`src/rtl/mem_port_arbiter.sv`:
```
// Serialises the two BRAM-style kernel ports onto one external memory channel, stalling the kernel meanwhile.
// Optional statistics counters are enabled by defining MEM_PORT_ARBITER_STATS_EN.
module mem_port_arbiter #(
  parameter int ADDR_WID   = 14,
  parameter int DATA_WID   = 32,
  parameter int ADDR_SHIFT = 2,
  parameter int TIMEOUT    = 1023
) (
  input  logic                mod_clk,
  input  logic                reset,
  input  logic [63:0]         read_base,
  input  logic [63:0]         write_base,
  input  logic                p0_ce,
  input  logic                p0_we,
  input  logic [ADDR_WID-1:0] p0_addr,
  input  logic [DATA_WID-1:0] p0_d,
  output logic [DATA_WID-1:0] p0_q,
  input  logic                p1_ce,
  input  logic                p1_we,
  input  logic [ADDR_WID-1:0] p1_addr,
  input  logic [DATA_WID-1:0] p1_d,
  output logic [DATA_WID-1:0] p1_q,
  output logic                kernel_stall,
  output logic                mem_rd_req,
  output logic [63:0]         mem_rd_addr,
  input  logic                mem_rd_valid,
  input  logic [DATA_WID-1:0] mem_rd_data,
  output logic                mem_wr_req,
  output logic [63:0]         mem_wr_addr,
  output logic [DATA_WID-1:0] mem_wr_data,
  input  logic                mem_wr_ack,
  output logic                timeout_err,
  output logic                busy
`ifdef MEM_PORT_ARBITER_STATS_EN
  ,
  output logic [31:0]         rd_count,
  output logic [31:0]         wr_count,
  output logic [31:0]         stall_count
`endif
);

  localparam int CNT_W = $clog2(TIMEOUT + 1);

  typedef enum logic [1:0] {IDLE, P0_WAIT, P1_WAIT, RELEASE} state_t;

  state_t              state, state_nxt;
  logic                in_wait, req_cycle, resp, tmo, done;
  logic                capture, issue, iss_we;
  logic [ADDR_WID-1:0] iss_addr;
  logic [DATA_WID-1:0] iss_d;
  logic                pend1, cur_we;
  logic                cap_we1;
  logic [ADDR_WID-1:0] cap_addr1;
  logic [DATA_WID-1:0] cap_d1;
  logic [CNT_W-1:0]    wait_cnt;

  function automatic logic [63:0] byte_addr(input logic [63:0] base,
                                            input logic [ADDR_WID-1:0] addr);
    return base + (64'(addr) << ADDR_SHIFT);
  endfunction

  function automatic logic [31:0] sat_inc(input logic [31:0] v);
    return (&v) ? v : v + 32'd1;
  endfunction

  assign in_wait   = (state == P0_WAIT) || (state == P1_WAIT);
  // Responses coinciding with the request pulse belong to no access of ours.
  assign req_cycle = mem_rd_req | mem_wr_req;
  assign resp      = in_wait & ~req_cycle & (cur_we ? mem_wr_ack : mem_rd_valid);
  assign tmo       = in_wait & ~resp & (wait_cnt == CNT_W'(TIMEOUT));
  assign done      = resp | tmo;

  assign kernel_stall = ~reset & (((state == IDLE) & (p0_ce | p1_ce)) | in_wait);
  assign busy         = (state != IDLE);

  always_comb begin
    state_nxt = state;
    capture   = 1'b0;
    issue     = 1'b0;
    iss_we    = 1'b0;
    iss_addr  = '0;
    iss_d     = '0;
    case (state)
      IDLE: begin
        if (p0_ce | p1_ce) begin
          capture = 1'b1;
          issue   = 1'b1;
          if (p0_ce) begin
            state_nxt = P0_WAIT;
            iss_we    = p0_we;
            iss_addr  = p0_addr;
            iss_d     = p0_d;
          end else begin
            state_nxt = P1_WAIT;
            iss_we    = p1_we;
            iss_addr  = p1_addr;
            iss_d     = p1_d;
          end
        end
      end
      P0_WAIT: begin
        if (done) begin
          if (pend1) begin
            state_nxt = P1_WAIT;
            issue     = 1'b1;
            iss_we    = cap_we1;
            iss_addr  = cap_addr1;
            iss_d     = cap_d1;
          end else begin
            state_nxt = RELEASE;
          end
        end
      end
      P1_WAIT: if (done) state_nxt = RELEASE;
      RELEASE: state_nxt = IDLE;
      default: state_nxt = IDLE;
    endcase
  end

  always_ff @(posedge mod_clk or posedge reset) begin
    if (reset) state <= IDLE;
    else       state <= state_nxt;
  end

  // Request issue stage: pulses and addresses register on the transition into a wait state.
  always_ff @(posedge mod_clk or posedge reset) begin
    if (reset) begin
      mem_rd_req  <= 1'b0;
      mem_wr_req  <= 1'b0;
      mem_rd_addr <= '0;
      mem_wr_addr <= '0;
      mem_wr_data <= '0;
      cur_we      <= 1'b0;
      pend1       <= 1'b0;
      wait_cnt    <= '0;
    end else begin
      mem_rd_req <= issue & ~iss_we;
      mem_wr_req <= issue & iss_we;
      if (issue) begin
        cur_we   <= iss_we;
        wait_cnt <= '0;
        if (iss_we) begin
          mem_wr_addr <= byte_addr(write_base, iss_addr);
          mem_wr_data <= iss_d;
        end else begin
          mem_rd_addr <= byte_addr(read_base, iss_addr);
        end
      end else if (in_wait) begin
        wait_cnt <= wait_cnt + 1'b1;
      end
      if (capture) pend1 <= p1_ce;
    end
  end

  always_ff @(posedge mod_clk) begin
    if (capture) begin
      cap_we1   <= p1_we;
      cap_addr1 <= p1_addr;
      cap_d1    <= p1_d;
    end
  end

  // Completion stage: read data lands in the port register; aborted reads return zero.
  always_ff @(posedge mod_clk or posedge reset) begin
    if (reset) begin
      p0_q        <= '0;
      p1_q        <= '0;
      timeout_err <= 1'b0;
    end else begin
      if (done && !cur_we && state == P0_WAIT) p0_q <= resp ? mem_rd_data : '0;
      if (done && !cur_we && state == P1_WAIT) p1_q <= resp ? mem_rd_data : '0;
      if (tmo) timeout_err <= 1'b1;
    end
  end

`ifdef MEM_PORT_ARBITER_STATS_EN
  always_ff @(posedge mod_clk or posedge reset) begin
    if (reset) begin
      rd_count    <= '0;
      wr_count    <= '0;
      stall_count <= '0;
    end else begin
      if (resp && !cur_we) rd_count <= sat_inc(rd_count);
      if (resp && cur_we)  wr_count <= sat_inc(wr_count);
      if (kernel_stall)    stall_count <= sat_inc(stall_count);
    end
  end
`endif

endmodule

```
`config.mk`:
```
export PLATFORM = sky130hd
export DESIGN_NAME = mem_port_arbiter
export DESIGN_NICKNAME = d
export VERILOG_FILES = /design/src/rtl/mem_port_arbiter.sv
export SDC_FILE = /design/constraint.sdc
export NUM_CORES = 1
export LEC_CHECK = 0
export ABC_AREA = 1
export CORE_AREA = 4 4 192 194
export DETAILED_ROUTE_END_ITERATION = 6
export DIE_AREA = 0 0 196 198
export PLACE_DENSITY = 0.91
export RECOVER_POWER = 100
export SYNTH_ARGS = -nofsm -noshare
export SYNTH_HDL_FRONTEND = slang
export SYNTH_SLANG_ARGS = --single-unit
```
`constraint.sdc`:
```
create_clock -name mod_clk -period 9.2 [get_ports mod_clk]
set_input_delay 0.92 -clock mod_clk [delete_from_list [all_inputs] [get_ports mod_clk]]
set_output_delay 0.92 -clock mod_clk [all_outputs]
set_load 0.05 [all_outputs]
```
==> impl_metrics.ini <==
[synth]
post_synth_instance_area_mm2 = 0.01699
syn_nets = 2626
ys.warnings.count = 0
ys_seq_area_share_pct = 43.81
yosys.area.top_type_share_pct = 35.50
synthDistinctLibCells = 43
synthTopCellsByCount = sky130_fd_sc_hd__nand2_1, sky130_fd_sc_hd__inv_1, sky130_fd_sc_hd__dfrtp_1, sky130_fd_sc_hd__nand3_1, sky130_fd_sc_hd__nor2_1
synth-edff-count = 47
synth_seq_cells = 288
synth_top_area_cell = sky130_fd_sc_hd__dfrtp_1
yosysMostFrequentCell = sky130_fd_sc_hd__nand2_1
postSynthAreaPerCell_um2 = 7.228
synth_cells = 2350
yosys-top-cells-area = sky130_fd_sc_hd__dfrtp_1, sky130_fd_sc_hd__nand2_1, sky130_fd_sc_hd__edfxtp_1
async_flop_share_pct = 83.68
dominantRegCellSynth = sky130_fd_sc_hd__dfrtp_1

[layout]
final_area_mm2 = 0.02326
multiInputGateArea_mm2 = 0.008149
final_layout_size_suffix_gt1_share_pct = 4.762
final_nets = 3086
synthToLayoutAreaGrowth_pct = 36.92
fill_cell_instance_count_of_the_final_layout = 2990
area_of_all_sequential_standard_cells_mm2 = 0.007442

[clock_network]
hold_fix_buffers_cts = 0
cts.clk_slew.worst_paths_ns = 0.07
ctsHtreeMaxLevel = 1
worst_skew_pair.late_latency_ns = 0.59
cts_resized = 0
cts.sinks = 288
clockRootBuffer = sky130_fd_sc_hd__clkbuf_16
cts.repair_timing.setup_buffer_count = 0
tritoncts = done
tritoncts.num_buffers = 31
max-clock-path-buffers = 3

[timing]
slew_headroom_pct = -127.0
report.final.hold_viol_count = 0
final-max-slew-violation-count = 158
timing.fmax_ghz = 0.1508
unrepaired_setup_endpoints_after_global_routing = no
timing.final.setup_violations = 0
finalClockSkew_ns = 0.01297
worst_slew_pin_slew_ns = 3.406
finalSetupTns_ns = 0
finalWorstPathRequiredPeriod_ns = 6.631
timing.final.crit_share_pct = 72.08

[worst_setup_path]
timing_worst_setup_path_type = reg2reg
crit_start = state[1]
cp-end-kind = register
ff2ff_path_depth = 13
worst_setup_path_start_kind = register
cp_data_required_time_ns = 9.63
timing.rr.start = state[1]
crit_fanout = 55
crit_arrival_ns = 7.06

[floorplanning]
design.die.area_mm2 = 0.03881
dieHeight_um = 198
initial_core_util_pct = 48.22
design.core.area_mm2 = 0.03522
io_pins = 489
placement_rows = 69
chipWidth_um = 196

[place]
dp_hpwl_um = 59140
placement.cell_area_mm2 = 0.02225
buffer_ports.inserted = 488
place.gp.congestion = 1.046

[detailed_routing]
vias = 18740
detail_route.vias_per_cell = 5.674
routedWlPerCell_um = 22.23
wl_um = 73440
antenna_left = 0
drc = 0
dr.first_iter.drc_count = 1920
detailedRoute.firstPassIterationCount = 6

[flow_run]
cap_viol_max_count = 3

[min_path]
min_path_type = reg2reg
worstHoldPathCells = 2
min_from = mem_wr_data[10]

[status]
failed_checks = capacitance limit, slew limit
run_status = finished with violations

[power_and_ir_drop]
peakVddDrop_mv = 0.2720
share_clk_of_total_power_pct = 17.9
share_comb_of_total_power_pct = 53.2
netSwitchingPower_mw = 3.752
power.share.sequential_pct = 28.9
leakage_nw = 10.82
power_density_mw_per_mm2 = 316.0
p_sw_share_pct = 51.05
power.internal_mw = 3.597

[global_routing]
grt_first_pass_wirelength_um = 108200
globalRouteOverflowTotal = 0
grtUsageTotal_pct = 36.15
antenna_found_initial = 13
first_global_vias = 17940
grt_start_max_net_pins = 87
cell type report:
| type | instances | share of cell area [%] |
|---|---|---|
| Antenna cell | 7 | 0.07532 |
| Clock inverter | 18 | 0.8177 |
| Inverter | 282 | 4.584 |
| Clock buffer | 40 | 3.750 |
| Sequential cell | 288 | 32.00 |
| Tap cell | 461 | 2.480 |
| Multi-Input combinational cell | 1709 | 35.04 |
| Timing Repair Buffer | 498 | 21.26 |
power groups by stage:
stage               combinational (mW)  sequential (mW)  clock [mW]
floorplan                         1.21             3.41           0
global placement                  3.97             2.14           0
detailed placement                4.04             2.14           0
CTS                               4.05             2.13        1.33
global route                      4.12             2.16        1.37
finish                            3.91             2.12        1.31
cells in the final DEF, fill, tap and decap left out, types with 4 or more instances in the layout:
cell type | Yosys | final
sky130_fd_sc_hd__nand2_1 | 790 | 801
sky130_fd_sc_hd__dlygate4sd3_1 | 0 | 278
sky130_fd_sc_hd__inv_1 | 269 | 270
sky130_fd_sc_hd__dfrtp_1 | 241 | 241
sky130_fd_sc_hd__nand3_1 | 234 | 233
sky130_fd_sc_hd__clkdlybuf4s50_1 | 0 | 209
sky130_fd_sc_hd__nor2_1 | 187 | 188
sky130_fd_sc_hd__o21ai_0 | 121 | 125
sky130_fd_sc_hd__nor3_1 | 61 | 61
sky130_fd_sc_hd__edfxtp_1 | 47 | 47
sky130_fd_sc_hd__a31oi_1 | 42 | 42
sky130_fd_sc_hd__nor4_1 | 40 | 40
sky130_fd_sc_hd__clkbuf_16 | 0 | 33
sky130_fd_sc_hd__mux2i_1 | 24 | 24
sky130_fd_sc_hd__a21oi_1 | 22 | 22
sky130_fd_sc_hd__nand2_2 | 29 | 21
sky130_fd_sc_hd__nand4_1 | 19 | 19
sky130_fd_sc_hd__xor2_1 | 16 | 16
sky130_fd_sc_hd__ha_1 | 16 | 16
sky130_fd_sc_hd__xnor2_1 | 14 | 14
sky130_fd_sc_hd__o211ai_1 | 14 | 14
sky130_fd_sc_hd__nand3b_1 | 14 | 14
sky130_fd_sc_hd__inv_2 | 12 | 10
sky130_fd_sc_hd__mux2_2 | 10 | 10
sky130_fd_sc_hd__clkbuf_1 | 51 | 8
sky130_fd_sc_hd__diode_2 | 0 | 7
sky130_fd_sc_hd__nor2_2 | 9 | 7
sky130_fd_sc_hd__nand3_2 | 6 | 7
sky130_fd_sc_hd__buf_4 | 4 | 7
sky130_fd_sc_hd__nand3b_2 | 6 | 6
sky130_fd_sc_hd__o21bai_1 | 5 | 5
sky130_fd_sc_hd__clkinv_2 | 0 | 5
sky130_fd_sc_hd__o21ai_2 | 4 | 4
sky130_fd_sc_hd__o21ai_1 | 8 | 4
flip-flops by register name, indices dropped and copies added, names as in the netlist, 2 cells and up:
| name | count |
|---|---|
| mem_rd_addr | 64 |
| mem_wr_addr | 64 |
| cap_d1 | 32 |
| mem_wr_data | 32 |
| p0_q | 32 |
| p1_q | 32 |
| cap_addr1 | 14 |
| wait_cnt | 10 |
| state | 2 |
final timing paths:
kind	end	slack [ns]
setup / recovery	mem_wr_addr[11]	2.57
hold / removal	mem_wr_data[10]	0.47
setup reg to reg	mem_wr_addr[11]	2.57
hold reg to reg	mem_wr_data[10]	0.47
max in group asynchronous	mem_wr_addr[54]	4.65
min in group asynchronous	p0_q[9]	0.91
layer usage:
metal  GRT usage (%)  up-vias  part of all wire (%)
met4           14.25        8                   4.3
met3           8.525      171                    11
met2           57.82     1159                    45
met1           47.93     8848                    39
li1                -     8554                     -
met5               0        -                 0.065
metrics by stage:
stage | hold slack, ns | setup slack, ns | instances | util, % | total power, mW
after floorplan | 0.5049 | 1.645 | 2350 | - | 4.624
after global placement | 0.4534 | 4.435 | 3238 | 63.16 | 6.112
after detailed placement | 0.4620 | 4.262 | 3238 | 63.16 | 6.184
after CTS | 0.4766 | 4.789 | 3296 | 66.18 | 7.514
after global routing | 0.4942 | 2.189 | 3303 | 66.03 | 7.654
final | 0.4725 | 2.569 | 3303 | 66.03 | 7.349
worst max-delay path: stages, from the launching register on:
cell                       delay (ns)
sky130_fd_sc_hd__dfrtp_1         0.38
sky130_fd_sc_hd__inv_1           0.08
sky130_fd_sc_hd__ha_1            0.43
sky130_fd_sc_hd__inv_1           0.17
sky130_fd_sc_hd__nor3_1          0.18
sky130_fd_sc_hd__nand2_1         0.13
sky130_fd_sc_hd__o21ai_4         0.07
sky130_fd_sc_hd__clkbuf_1        2.07
sky130_fd_sc_hd__nand4_1         0.30
sky130_fd_sc_hd__nand2_1         1.04
sky130_fd_sc_hd__inv_1           0.78
sky130_fd_sc_hd__buf_4           0.55
sky130_fd_sc_hd__nand2_1         0.13
sky130_fd_sc_hd__o21ai_0         0.10
logic make-up (layout without fill, tap and decap cells):
group,Yosys count,after routing,synth area share [%]
AND/OR/NAND/NOR,1406,1406,35.98
multiplexers,34,34,2.077
AO/OA/AOI/OAI,223,223,7.403
buffers and inverters,353,838,8.007
flip-flops,288,288,43.81
other,0,7,0
adder cells (fa/ha/maj),16,16,1.179
XOR/XNOR,30,30,1.547
Note: power is estimated with default switching activity, not from simulation.
